**src/rtl/hazard_pkg.sv**
```systemverilog
// Shared types and helpers for the multi-cycle hazard unit.
// Latency: none; these are type definitions and one pure function.
// Backpressure: not applicable.
package hazard_pkg;

  // Operand source select for the EX-stage operand muxes.
  typedef enum logic [1:0] {
    FWD_NONE = 2'b00,
    FWD_MEM  = 2'b01,
    FWD_WB   = 2'b10
  } fwd_sel_e;

  // IDLE: no outstanding data-memory access blocking the pipe.
  // MEM_WAIT: the MEM-stage access is still waiting for its response.
  typedef enum logic {
    IDLE     = 1'b0,
    MEM_WAIT = 1'b1
  } hz_state_e;

  localparam logic [4:0] REG_X0 = 5'd0;

  // True when a stage that writes rd produces the register named by rs.
  // x0 is hard-wired to zero, so it never creates a dependency.
  function automatic logic reg_hit(input logic [4:0] rd,
                                   input logic       wren,
                                   input logic [4:0] rs);
    return wren && (rd != REG_X0) && (rd == rs);
  endfunction

endpackage

```
**src/rtl/hazard_unit_mc_fwd_select.sv**
```systemverilog
// Forwarding select for one EX operand: MEM result first, then WB, else RF.
// Latency: purely combinational, zero cycles.
// Backpressure: none; the caller holds the pipeline when operands are frozen.
//
// Ports:
//   rs                 EX-stage source register of this operand
//   m_rd, m_regwren    MEM-stage destination and write enable
//   w_rd, w_regwren    WB-stage destination and write enable
//   sel                chosen operand source
module fwd_select
  import hazard_pkg::*;
#(
  parameter int unsigned FWD_EN = 1
) (
  input  logic [4:0] rs,
  input  logic [4:0] m_rd,
  input  logic       m_regwren,
  input  logic [4:0] w_rd,
  input  logic       w_regwren,
  output fwd_sel_e   sel
);

  // MEM holds the younger result, so it takes priority over WB.
  always_comb begin
    sel = FWD_NONE;
    if (FWD_EN != 0) begin
      if (reg_hit(m_rd, m_regwren, rs)) begin
        sel = FWD_MEM;
      end else if (reg_hit(w_rd, w_regwren, rs)) begin
        sel = FWD_WB;
      end
    end
  end

endmodule

```
**src/rtl/hazard_unit_mc.sv**
```systemverilog
// Pipeline hazard unit: RAW stalls, branch flushes, forwarding, memory waits.
// Latency: all pipeline controls are combinational (zero cycles); counters/err registered.
// Backpressure: an unanswered MEM access freezes IF..EX/MEM and bubbles MEM/WB.
//
// Ports:
//   clk, rst_n                     clock, asynchronous active-low reset
//   d_rs1, d_rs2                   ID-stage sources
//   e_rs1, e_rs2, e_rd             EX-stage registers; e_memren/e_regwren controls
//   m_rd, m_rs2                    MEM-stage registers; m_regwren/m_memren/m_memwren
//   w_rd, w_regwren                WB writeback
//   e_br_taken                     EX redirect (branch or jump)
//   dmem_rsp_valid                 data memory completes the current MEM access
//   stall_if .. memwb_flush        pipeline register enables / flushes
//   rs1_sel, rs2_sel, wm_fwd_sel   forwarding selects
//   perf_stall_cnt, perf_flush_cnt saturating event counters
//   timeout_err                    sticky memory-wait timeout flag
module hazard_unit_mc
  import hazard_pkg::*;
#(
  parameter int unsigned FWD_EN    = 1,
  parameter int unsigned RF_BYPASS = 0,
  parameter int unsigned TIMEOUT   = 64,
  parameter int unsigned CNT_W     = 32
) (
  input  logic             clk,
  input  logic             rst_n,
  input  logic [4:0]       d_rs1,
  input  logic [4:0]       d_rs2,
  input  logic [4:0]       e_rs1,
  input  logic [4:0]       e_rs2,
  input  logic [4:0]       e_rd,
  input  logic             e_memren,
  input  logic             e_regwren,
  input  logic [4:0]       m_rd,
  input  logic [4:0]       m_rs2,
  input  logic             m_regwren,
  input  logic             m_memren,
  input  logic             m_memwren,
  input  logic [4:0]       w_rd,
  input  logic             w_regwren,
  input  logic             e_br_taken,
  input  logic             dmem_rsp_valid,
  output logic             stall_if,
  output logic             ifid_wren,
  output logic             ifid_flush,
  output logic             idex_wren,
  output logic             idex_flush,
  output logic             exmem_wren,
  output logic             memwb_flush,
  output logic [1:0]       rs1_sel,
  output logic [1:0]       rs2_sel,
  output logic             wm_fwd_sel,
  output logic [CNT_W-1:0] perf_stall_cnt,
  output logic [CNT_W-1:0] perf_flush_cnt,
  output logic             timeout_err
);

  localparam int unsigned WAIT_W      = $clog2(TIMEOUT + 1);
  localparam bit          FWD_ON      = (FWD_EN != 0);
  localparam bit          WB_STALL_ON = (RF_BYPASS == 0);

  hz_state_e   state_q, state_d;
  logic [WAIT_W-1:0] wait_cnt;
  logic [WAIT_W-1:0] wait_inc;
  logic        wait_at_max;

  logic mem_req;
  logic mem_stall;
  logic load_use_hz;
  logic wb_id_hz;
  logic ex_raw_hz;
  logic mem_raw_hz;
  logic hz_stall;

  fwd_sel_e rs1_fwd;
  fwd_sel_e rs2_fwd;

  // A response in the request cycle never stalls, whatever the FSM state.
  assign mem_req   = m_memren | m_memwren;
  assign mem_stall = mem_req & ~dmem_rsp_valid;

  // The load result only exists after MEM, so a consumer in ID must wait
  // one cycle even with forwarding.
  assign load_use_hz = reg_hit(e_rd, e_memren, d_rs1) | reg_hit(e_rd, e_memren, d_rs2);

  // Without a write-before-read register file, ID would read a stale value
  // for the register WB is writing this cycle.
  assign wb_id_hz = WB_STALL_ON &
                    (reg_hit(w_rd, w_regwren, d_rs1) | reg_hit(w_rd, w_regwren, d_rs2));

  // With forwarding disabled every in-flight producer blocks its consumer.
  assign ex_raw_hz  = ~FWD_ON &
                      (reg_hit(e_rd, e_regwren, d_rs1) | reg_hit(e_rd, e_regwren, d_rs2));
  assign mem_raw_hz = ~FWD_ON &
                      (reg_hit(m_rd, m_regwren, d_rs1) | reg_hit(m_rd, m_regwren, d_rs2));

  assign hz_stall = load_use_hz | wb_id_hz | ex_raw_hz | mem_raw_hz;

  fwd_select #(.FWD_EN(FWD_EN)) u_fwd_rs1 (
    .rs        (e_rs1),
    .m_rd      (m_rd),
    .m_regwren (m_regwren),
    .w_rd      (w_rd),
    .w_regwren (w_regwren),
    .sel       (rs1_fwd)
  );

  fwd_select #(.FWD_EN(FWD_EN)) u_fwd_rs2 (
    .rs        (e_rs2),
    .m_rd      (m_rd),
    .m_regwren (m_regwren),
    .w_rd      (w_rd),
    .w_regwren (w_regwren),
    .sel       (rs2_fwd)
  );

  assign rs1_sel = rs1_fwd;
  assign rs2_sel = rs2_fwd;

  // Store data in MEM comes from the instruction retiring in WB.
  assign wm_fwd_sel = FWD_ON & m_memwren & reg_hit(w_rd, w_regwren, m_rs2);

  always_ff @(posedge clk or negedge rst_n) begin
    if (!rst_n) begin
      state_q <= IDLE;
    end else begin
      state_q <= state_d;
    end
  end

  // Next state plus pipeline controls. A memory wait freezes everything up
  // to EX/MEM, so a taken branch sitting in EX stays put and its flush is
  // applied naturally on the release cycle, when mem_stall drops.
  always_comb begin
    state_d     = state_q;
    stall_if    = 1'b0;
    ifid_wren   = 1'b1;
    ifid_flush  = 1'b0;
    idex_wren   = 1'b1;
    idex_flush  = 1'b0;
    exmem_wren  = 1'b1;
    memwb_flush = 1'b0;

    case (state_q)
      IDLE:     if (mem_stall)      state_d = MEM_WAIT;
      MEM_WAIT: if (dmem_rsp_valid) state_d = IDLE;
      default:                      state_d = IDLE;
    endcase

    if (mem_stall) begin
      stall_if    = 1'b1;
      ifid_wren   = 1'b0;
      idex_wren   = 1'b0;
      exmem_wren  = 1'b0;
      memwb_flush = 1'b1;
    end else begin
      if (hz_stall) begin
        // Hold IF/ID, let a bubble into ID/EX, keep the older stages moving.
        stall_if   = 1'b1;
        ifid_wren  = 1'b0;
        idex_flush = 1'b1;
      end
      if (e_br_taken) begin
        // The stalled ID instruction is on the wrong path anyway: squash it
        // and let the fetch redirect proceed.
        stall_if   = 1'b0;
        ifid_wren  = 1'b1;
        ifid_flush = 1'b1;
        idex_flush = 1'b1;
      end
    end
  end

  // Counts MEM_WAIT cycles without a response. The FSM keeps waiting after
  // a timeout; the error flag is the only escalation.
  assign wait_at_max = (wait_cnt == WAIT_W'(TIMEOUT));
  assign wait_inc    = wait_cnt + WAIT_W'(1);

  always_ff @(posedge clk or negedge rst_n) begin
    if (!rst_n) begin
      wait_cnt    <= '0;
      timeout_err <= 1'b0;
    end else if (state_q == IDLE || dmem_rsp_valid) begin
      wait_cnt <= '0;
    end else if (!wait_at_max) begin
      wait_cnt <= wait_inc;
      if (wait_inc == WAIT_W'(TIMEOUT)) begin
        timeout_err <= 1'b1;
      end
    end
  end

  always_ff @(posedge clk or negedge rst_n) begin
    if (!rst_n) begin
      perf_stall_cnt <= '0;
      perf_flush_cnt <= '0;
    end else begin
      if (stall_if && (perf_stall_cnt != {CNT_W{1'b1}})) begin
        perf_stall_cnt <= perf_stall_cnt + CNT_W'(1);
      end
      if (ifid_flush && (perf_flush_cnt != {CNT_W{1'b1}})) begin
        perf_flush_cnt <= perf_flush_cnt + CNT_W'(1);
      end
    end
  end

endmodule

```
**config.mk**
```make
export PLATFORM = sky130hd
export DESIGN_NAME = hazard_unit_mc
export DESIGN_NICKNAME = d
export VERILOG_FILES = /design/src/rtl/hazard_pkg.sv /design/src/rtl/hazard_unit_mc_fwd_select.sv /design/src/rtl/hazard_unit_mc.sv
export SDC_FILE = /design/constraint.sdc
export NUM_CORES = 1
export LEC_CHECK = 0
export CAP_MARGIN = 20
export CORE_ASPECT_RATIO = 1.5
export CORE_UTILIZATION = 49
export CTS_BUF_LIST = sky130_fd_sc_hd__clkbuf_4
export CTS_CLUSTER_SIZE = 25
export DETAILED_ROUTE_END_ITERATION = 10
export PLACE_DENSITY = 0.83
export SLEW_MARGIN = 30
export SYNTH_ARGS = -nofsm -noshare
export SYNTH_HDL_FRONTEND = slang
export SYNTH_SLANG_ARGS = --single-unit
```
**constraint.sdc**
```tcl
create_clock -name clk -period 2.55 [get_ports clk]
set_input_delay 0.51 -clock clk [delete_from_list [all_inputs] [get_ports clk]]
set_output_delay 0.51 -clock clk [all_outputs]
set_load 0.03 [all_outputs]
```
* After elaboration in Yosys (flattened, before gate mapping)
Cells that the tools add are included.
Operators by class: $lt $le $gt $ge 0, $mul 0, equal/unequal tests 14, reduce and logical (&&, ||, !) cells 19, muxes and demuxes 20, bitwise gates (word level) 10, shift operators 0, add/sub/neg operators 3, div/mod/pow operators 0
Operator list (number):
- adder 32 x 1 -> 32 bit (second input constant) | 2
- inequality test 32 bit (second input constant) | 2
- equality test 5 bit | 9
- nonzero test 5 bit | 3
- equality test 7 bit (second input constant) | 2
- logical AND 1 bit | 14
- 2-to-1 mux 7 bit | 2
- 2-to-1 mux 1 bit | 13
- 2-to-1 mux 2 bit | 4
- adder 7 x 1 -> 7 bit (second input constant) | 1
- NOT 1 bit | 4
- OR 1 bit | 4
- AND reduction 3 bit | 1
- AND 1 bit | 2
- inequality test 2 x 1 -> 1 bit (second input constant) | 1
- one-hot mux 1 bit (2 select lines) | 1
- logical OR 1 bit | 1
Storage, ports and cells: memories kept 0, bits in read-only memories 0, register bits after elaboration 73, bits in writable memories 0, bits of input ports 50, output and inout port bits 77, bits in latches 0

* Longest topological paths before layout
Gate-level depths: netlist (run 1).
depth after elaboration 9, gate-level depth with buffers 10, mapped depth without buffers 8

* Modules after synthesis
From an unflattened synthesis (run 1), not the netlist that was laid out.
Unflattened totals: cell total of the unflattened synthesis 433, area, all modules 4244.1 µm²
Modules (own cells, without submodules):
- hazard_unit_mc | cells an instance 393, instances 1, area each 3941.3 µm²
- fwd_select | cells an instance 20, instances 2, area each 151.4 µm²

* Worst setup path before layout (run 1)
Ideal clock, no wire load.
path type input port to output port, start point input m_rd[0], end point output rs1_sel[1], stages 4, arrival 2.447 ns, path slack -0.407 ns, path buffers 0, path through or4_1 o21ai_0 nor4_1 nor4_1
On the way: longest elaborated chain between the ends 4, elaborated cells between the ends (all ways) 5, those cells by class eq/ne: 1; mux: 1; reduce/logical: 3
Ends and longest elaborated chain:
- from (decl) | line hazard_unit_mc.sv:34 | input logic [4:0] m_rd,
- nonzero test 5 bit | line hazard_pkg.sv:27 | return wren && (rd != REG_X0) && (rd == rs);
- logical AND 1 bit | line hazard_pkg.sv:27
- logical AND 1 bit * | line hazard_pkg.sv:27
- 2-to-1 mux 2 bit * | line hazard_unit_mc_fwd_select.sv:27 | if (reg_hit(m_rd, m_regwren, rs)) begin
- to (decl) | line hazard_unit_mc.sv:50 | output logic [1:0] rs1_sel,
Every way passes the cells marked *; elsewhere a longest branch is shown, timed or not.

* Worst setup path in the final report (run 1)
start point input m_memwren, end point output exmem_wren
On the way: longest elaborated chain between the ends 3
Ends and longest elaborated chain:
- from (decl) | line hazard_unit_mc.sv:38 | input logic m_memwren,
- OR 1 bit | line hazard_unit_mc.sv:79 | assign mem_req = m_memren | m_memwren;
- AND 1 bit | line hazard_unit_mc.sv:80 | assign mem_stall = mem_req & ~dmem_rsp_valid;
- 2-to-1 mux 1 bit | line hazard_unit_mc.sv:150 | if (mem_stall) begin
- to (decl) | line hazard_unit_mc.sv:48 | output logic exmem_wren,
No other way between the ends.

==> results of run 1 <==
==> cells by family after synthesis <==
family / count (synthesis) / share of synthesized area, %
mux: 4 / 1.023
flops: 73 / 42.67
buf+inv: 21 / 3.039
compound gates: 21 / 3.887
simple gates: 183 / 25.83
xor+xnor: 108 / 22.09
fa+ha+maj: 5 / 1.461
==> through the flow <==
stage	area, sq um	instances	TNS [ns]	utilization (%)
after floorplan	4325	415	0	-
after global placement	5959	681	-9.919	70.41
after detailed placement	5959	681	-12.23	70.41
after CTS	6188	701	0	73.11
after global routing	6230	701	-0.008361	73.60
final	6232	702	0	73.63
==> routing by layer <==
metal	track usage [%]	up-vias
met1	30.14	1810
li1	-	1776
met5	0	-
met3	4.141	25
met4	11.73	0
met2	47.08	87
==> synthesized netlist by cell type, types with 4 or more instances <==
cell type / count
dfrtp_1: 73
xor2_1: 70
xnor2_1: 38
nand2_1: 36
nor2_1: 32
nand3_1: 24
nor3_1: 20
and3_1: 12
nor4_2: 10
nand4_1: 9
buf_2: 6
a21oi_1: 5
and4_1: 5
ha_1: 5
inv_1: 5
or4_1: 5
buf_4: 4
nor4_1: 4
o21ai_0: 4
==> registers in the layout, indices dropped and copies added (netlist names) <==
register / flops
perf_flush_cnt: 32
perf_stall_cnt: 32
state_q: 1
timeout_err: 1
wait_cnt: 7
==> critical path, delay by kind of cell <==
| family | cells | cell delay (ns) |
|---|---|---|
| buf+inv | 2 | 1.11 |
| simple gates | 2 | 0.40 |
==> where the power goes <==
part	switching, mW	internal, mW	leakage [nW]
Combinational	0.664	0.535	1.69
Sequential	0.190	1.30	0.960
Clock	0.450	0.512	0.0972
Total	1.30	2.34	2.75
==> layout make-up <==
class	count	share of cell area, %
clock buffer	10	1.205
sequential	73	29.31
tap	107	2.148
antenna	1	0.04015
clock inverter	6	1.847
multi-input combinational	321	39.61
timing repair buffer	178	25.44
inverter	6	0.4015
==> worst max path at each step <==
stage	to	depth (start not counted)	slack [ns]	start
after floorplan	rs1_sel[1]	4	0.04	m_rd[0]
after global placement	wm_fwd_sel	5	-0.39	w_rd[3]
after detailed placement	rs1_sel[0]	5	-0.45	m_rd[0]
after CTS	rs1_sel[1]	7	0.003	m_rd[4]
after global routing	exmem_wren	4	-0.008	m_memwren
final	exmem_wren	4	0.02	m_memwren
==> repair_timing <==
item	CTS	global route
hold buffers	0	0
buffers inserted	5	0
setup endpoints to repair	8	9
endpoints found under the hold margin	0	0
resized for setup	60	33
pin swaps	11	12
==> impl_metrics.json, run 1 <==
{
  "rows": 41,
  "numCtsBuffers": 9,
  "final_cell_mix": "81 x clkdlybuf4s50_1, 73 x dfrtp_1, 68 x xor2_1",
  "peakVddDrop_uv": 548.0,
  "die_x_microns": 78.33,
  "drt_pass1_iterations": 4,
  "outcome": "completed",
  "max-clock-path-buffers": 2,
  "tightest_slew_ns": 0.3883,
  "power.total_mw": 3.646,
  "crit_path_start_kind": "input port",
  "setup_violations": 0,
  "drc": 0,
  "start_util_pct": 50.58,
  "required_ns": 2.04,
  "rrSetupSlack_ns": 0.21,
  "cts-root-buf": "clkbuf_4",
  "grt-ovfl-total": 0,
  "p_leak_nw": 2.747,
  "final_common_cell": "clkdlybuf4s50_1",
  "cts_tree": "done",
  "hpwlAfterDp_mm": 8.326,
  "max_freq_mhz": 395.8,
  "finalNetCount": 644,
  "drt_wl_total_mm": 11.20,
  "grt_pass1_vias": 3758,
  "skew_ns": 0.01232,
  "slew_violations": 0,
  "synthesis.area_sq_mm": 0.004282,
  "synth_top_area_share_pct": 42.67,
  "vias": 3698,
  "synthFlopType": "dfrtp_1",
  "chipHeight_microns": 116.5,
  "syn_inst": 415,
  "wl_met1_mm": 4.383,
  "worstPathCellList": "clkdlybuf4s50_1 > nor2_1 > or2_2 > clkdlybuf4s50_1",
  "synth.area.top_cells": "dfrtp_1 43%, xor2_1 14%, xnor2_1 7.8%",
  "fin_hold_ws_ns": 0.06027,
  "antenna_found_initial": 0,
  "clk_latency_ns": 0.45,
  "yosys_register_bits": 73,
  "routed_via_density": 5.268,
  "register_area_sq_mm": 0.001827,
  "ant_nets": 0,
  "ff2ff_path_depth": 7,
  "maxCapViolations": 0,
  "cts.reportedPaths.clkPinSlew_ns": 0.12,
  "drtIter0Drc": 122,
  "post-route-period-util_pct": 99.08,
  "hold_viol": 0,
  "wl_met3_microns": 353,
  "wl_per_cell_microns": 15.95,
  "drive_above_1_share_pct": 22.90,
  "grt_max_degree": 74,
  "synth_nets": 470,
  "crit_path_frequent_cell": "clkdlybuf4s50_1",
  "wl_met2_mm": 6.107,
  "synth_cell_type_count": 55,
  "io_buffers": 125,
  "fillers": 624,
  "synth.largest_area_cell": "dfrtp_1",
  "critical_path_class": "input port to output port",
  "dieArea_sq_mm": 0.009124,
  "period_needed_ns": 2.527,
  "crit-reg2reg-launch": "perf_stall_cnt[3]",
  "slew_headroom_pct": 74.11,
  "clock_sinks": 73,
  "h-tree-depth": 3,
  "avgSynthCellArea_sq_um": 10.32,
  "grt_pass1_wl_mm": 18.23,
  "setup_ws_ns": 0.02348,
  "slowest_delay_ns": 0.62,
  "multiInputGateArea_sq_mm": 0.002469,
  "grt.total_usage_pct": 26.01,
  "syn2layout_area_growth_pct": 45.56,
  "postSynth.asyncResetShare_pct": 100.0,
  "core_sq_mm": 0.008464,
  "critPathSlowestCell": "clkdlybuf4s50_1",
  "dp_slack_ns": -0.4490,
  "routed.top_layer": "met4",
  "io_pins": 127,
  "synth-edff-count": 0,
  "yosysWarnings": 0,
  "worstPathArrival_ns": 2.02,
  "endpoint_kind": "output port",
  "ys_seq_area_share_pct": 42.67,
  "p_per_area_mw_per_mm2": 585.1,
  "worst-path-max-fanout": 6,
  "routabilityCongestion": 0.8526,
  "hp-class": "input port to async pin",
  "r2r_end": "perf_stall_cnt[9]"
}
Note: power is estimated with default switching activity, not from simulation.
==> run 2: changes to the inputs <==
--- a/config.mk
+++ b/config.mk
@@ -7,11 +7,11 @@
 export LEC_CHECK = 0
 export CAP_MARGIN = 20
 export CORE_ASPECT_RATIO = 1.5
-export CORE_UTILIZATION = 49
+export CORE_UTILIZATION = 37
 export CTS_BUF_LIST = sky130_fd_sc_hd__clkbuf_4
 export CTS_CLUSTER_SIZE = 25
 export DETAILED_ROUTE_END_ITERATION = 10
-export PLACE_DENSITY = 0.83
+export PLACE_DENSITY = 0.65
 export SLEW_MARGIN = 30
 export SYNTH_ARGS = -nofsm -noshare
 export SYNTH_HDL_FRONTEND = slang
==> constraint.sdc (replaced) <==
create_clock -name clk -period 2.55 [get_ports clk]
set_input_delay 0.51 -clock clk [delete_from_list [all_inputs] [get_ports clk]]
set_output_delay 0.51 -clock clk [all_outputs]
set_load 0.02 [all_outputs]
==> run 2 against run 1 <==
  * Final cell count increased by 5.3%
  * Die area is 32% higher
  * Clock skew about the same
  * Wire length is 3.4% higher
  * Power is 10% lower
  * Critical path type unchanged
  * Global-route usage shrank 5.9 points
  * Flip-flop and latch count did not move
  * Critical endpoint is now stall_if
==> impl_metrics.json, run 2 (synthesized netlist as in run 1, its figures left out) <==
{
  "outcome": "completed",
  "peakVddDrop_uv": 483.6,
  "grt-ovfl-total": 0,
  "io_buffers": 125,
  "routed_via_density": 4.949,
  "die_x_microns": 89.83,
  "post-route-period-util_pct": 98.03,
  "p_per_area_mw_per_mm2": 529.3,
  "worstPathArrival_ns": 1.99,
  "grt_pass1_wl_mm": 19.04,
  "rrSetupSlack_ns": 0.35,
  "clk_latency_ns": 0.43,
  "biggestRegsByFlops": "perf_flush_cnt x32, perf_stall_cnt x32, wait_cnt x7",
  "ant_nets": 0,
  "p_leak_nw": 2.699,
  "cts.reportedPaths.clkPinSlew_ns": 0.11,
  "slew_headroom_pct": 50.05,
  "grt.total_usage_pct": 20.14,
  "maxCapViolations": 0,
  "grt_max_degree": 43,
  "critical_path_class": "input port to output port",
  "seq_power_share_pct": 45.4,
  "final_cell_mix": "80 x clkdlybuf4s50_1, 73 x dfrtp_1, 70 x xor2_1",
  "p_sw_share_pct": 34.28,
  "hold_viol": 0,
  "max_freq_mhz": 400.1,
  "cts-root-buf": "clkbuf_4",
  "h-tree-depth": 3,
  "fillers": 1009,
  "clock_power_share_pct": 21.9,
  "hpwlAfterDp_mm": 8.777,
  "required_ns": 2.04,
  "wl_per_cell_microns": 15.67,
  "clock_sinks": 73,
  "max-clock-path-buffers": 2,
  "dp_cells": 716,
  "endpoint_kind": "output port",
  "drt_pass1_iterations": 4,
  "core_sq_mm": 0.01117,
  "slew_violations": 0,
  "crit_path_start_kind": "input port",
  "finalNetCount": 641,
  "hp-class": "input port to async pin",
  "vias": 3657,
  "antenna_found_initial": 1,
  "dp_slack_ns": -0.7815,
  "final_common_cell": "clkdlybuf4s50_1",
  "drive_above_1_share_pct": 20.64,
  "cts_tree": "done",
  "chipHeight_microns": 133.8,
  "drtIter0Drc": 80,
  "io_pins": 127,
  "worst-path-max-fanout": 3,
  "switchingPower_mw": 1.121,
  "internal_power_mw": 2.149,
  "grt_pass1_vias": 3855,
  "p_comb_share_pct": 32.7,
  "rows": 47,
  "drt_wl_total_mm": 11.58,
  "tightest_slew_ns": 0.7492,
  "final.setup.tns_ns": 0,
  "dieArea_sq_mm": 0.01201,
  "numCtsBuffers": 9,
  "routabilityCongestion": 0.8506,
  "layout.core_utilization_pct": 55.30,
  "syn2layout_area_growth_pct": 44.30,
  "skew_ns": 0.01225,
  "start_util_pct": 38.32,
  "period_needed_ns": 2.500,
  "drc": 0,
  "setup_ws_ns": 0.05035,
  "setup_violations": 0,
  "final_cells": 739
}
-- run 2: final cells by class --
cell class	instances	area [sq um]	area share (%)
antenna	1	2.502	0.04050
clock buffer	12	90.09	1.458
clock inverter	4	43.79	0.7088
inverter	6	25.02	0.4050
multi-input combinational	321	2419	39.15
sequential	73	1827	29.57
tap	147	183.9	2.977
timing repair buffer	175	1588	25.70
-- run 2: path summary, 6_finish.rpt --
check | from | to | cells past startpoint
max in group asynchronous | rst_n | wait_cnt[2] | 2
worst min-delay path | rst_n | perf_flush_cnt[18] | 1
worst max register to register | perf_stall_cnt[3] | perf_stall_cnt[29] | 6
min in group clk | timeout_err | timeout_err | 1
worst max-delay path | d_rs2[0] | stall_if | 9
worst min register to register | timeout_err | timeout_err | 1
-- run 2: metal layers --
layer | global-route usage [%] | share of wire [%]
met5 | 0 | 0
met4 | 10.11 | 3.0
met3 | 4.566 | 5.5
met2 | 37.69 | 53
met1 | 20.89 | 38
-- run 2: power groups by stage --
stage	Sequential, mW	Combinational (mW)	Clock (mW)
6_report	1.48	1.07	0.717
5_1_grt	1.51	1.15	0.782
4_1_cts	1.48	1.08	0.744
3_5_place_dp	1.51	1.07	0
3_3_place_gp	1.50	1.06	0
2_1_floorplan	1.64	0.369	0
-- run 2: worst max-delay path: stages --
cell and delay (ns):
dlygate4sd2_1 0.27, buf_4 0.14, xor2_1 0.13, nor3_1 0.18
nand3_1 0.11, a21o_1 0.21, o211a_4 0.27, inv_4 0.06
buf_6 0.10
-- run 2: per-stage QoR --
stage          total power, mW  area, sq um  hold slack, ns
2_1_floorplan            2.009         4294          0.2144
3_3_place_gp             2.562         5962          0.4487
3_5_place_dp             2.574         5962          0.4471
4_1_cts                  3.304         6163          0.1384
5_1_grt                  3.443         6178          0.1722
6_report                 3.270         6178          0.1374
-- run 2: repair_timing --
| action | 4_1_cts | 5_1_grt |
|---|---|---|
| setup endpoints to repair | 24 | 8 |
| pin swaps | 18 | 12 |
| gates resized for setup | 95 | 15 |
| setup buffers | 5 | 2 |
| gates cloned | 0 | 0 |
| hold buffers | 0 | 0 |
==> RTL edit (config.mk and constraints of run 2) <==
`TIMEOUT`: 64 -> 128.
--- a/src/rtl/hazard_unit_mc.sv
+++ b/src/rtl/hazard_unit_mc.sv
@@ -21,3 +21,3 @@
   parameter int unsigned RF_BYPASS = 0,
-  parameter int unsigned TIMEOUT   = 64,
+  parameter int unsigned TIMEOUT   = 128,
   parameter int unsigned CNT_W     = 32
Formal check against the unedited RTL: no difference found for any inputs over 10 cycles, from zero or initial values and one cycle with rst_n low; that may be too few to reach the edited logic, so the function may still have changed.
==> RTL edit against run 2 <==
Design area is 0.73% higher. Maximum frequency is 1.7% lower. Worst hold slack worse by 35 ps. Sequential cell count is 1 higher. Synthesized area is 0.50% lower. Cell count is 1.5% higher. Routed wire length is 1.7% lower. Total power is 14% lower. Setup slack worse by 42 ps. Largest power group unchanged.
==> RTL edit: results <==
{
  "grt_pass1_wl_um": 18800,
  "worst_path_max_delay_cell": "o32ai_2",
  "synth_seq_area_share_pct": 43.5,
  "drt_first_iter_violations": 97,
  "first_pass_iters": 6,
  "multi_input_gates": 326,
  "synthTopCellsByCount": "dfrtp_1 (74), xnor2_1 (65), xor2_1 (46)",
  "ir_drop_v": 0.000237,
  "inv_count": 12,
  "whs_ps": 102,
  "syn_inst": 428,
  "netlist_top_cells_area": "dfrtp_1 (43%), xnor2_1 (13%), xor2_1 (9.5%), nand4_1 (4.6%), nand3_1 (3.8%)",
  "top_regs": "perf_flush_cnt x32, perf_stall_cnt x32, wait_cnt x8",
  "status": "completed",
  "r2r_cells": 8,
  "p_clk_share_pct": 19.6,
  "viasPerCell": 5.15,
  "p_seq_w": 0.00140,
  "nNetsFinal": 656,
  "r2r-start": "perf_flush_cnt[0]$_DFFE_PN0P_",
  "dp_cells": 732,
  "cp-endpoint": "ifid_wren",
  "n_all_buffers": 178,
  "worst_ep_arrival_time_ps": 2030,
  "seq_cell_count": 74,
  "p_leak_nw": 2.71,
  "hpwl_um": 8740,
  "clock_area_share_pct": 1.27,
  "drive_above_1_share_pct": 17.8,
  "grt_max_degree": 75,
  "wl_per_cell_um": 15.2,
  "cpLargestDelayFamily": "buffers and inverters",
  "grt_pass1_vias": 3968,
  "synth_cell_types": 51,
  "syn_nets": 483,
  "p_sw_w": 0.000941,
  "insertion_delay_ps": 410,
  "crit_start": "w_rd[4]",
  "nClkBuffers": 9,
  "r2r_setup_slack_ps": 410,
  "clock-skew-final_ps": 10.5,
  "cts_buffer_depth": 2,
  "r2r_end": "perf_flush_cnt[24]$_DFFE_PN0P_",
  "seq_area_sq_um": 1850,
  "tightest_slew_ps": 611,
  "gp_congestion": 0.905,
  "root_buffer": "clkbuf_4",
  "multi_input_area_share_pct": 39.2,
  "ctsHtreeMaxLevel": 3,
  "cp_max_fo": 4,
  "nFillCells": 968,
  "nonClkBufAreaFrac_pct": 26.1,
  "globalRouteTotalUtil_pct": 20.4,
  "vias": 3862
}
-- RTL edit: timing repair --
action	4_1_cts	5_1_grt
pin swaps	18	10
setup endpoints to repair	13	8
endpoints found under the hold margin	0	0
gates resized for setup	94	22
setup buffers	3	2
-- RTL edit: metrics by stage --
step,area (sq um),power (W),worst slack [ps]
after floorplan,4280,0.00181,20.7
after global placement,5990,0.00226,-806
after detailed placement,5990,0.00228,-844
after CTS,6120,0.00284,9.12
after global routing,6220,0.00298,-29.8
final,6220,0.00282,8.36
-- RTL edit: kinds of logic after synthesis --
family,count (synthesis),synth area share (%)
DFF,74,43.5
buffers and inverters,28,3.00
AOI/OAI and AO/OA,22,3.97
muxes,4,1.15
xor gates and xnor gates,111,22.8
and+or+nand+nor,184,24.1
adders and majority gates,5,1.47
-- RTL edit: metal layers --
| metal | routed length [um] | track usage [%] |
|---|---|---|
| met1 | 4290 | 22.2 |
| met2 | 6110 | 36.0 |
| met3 | 579 | 4.65 |
| met4 | 399 | 10.1 |
| met5 | 0 | 0 |
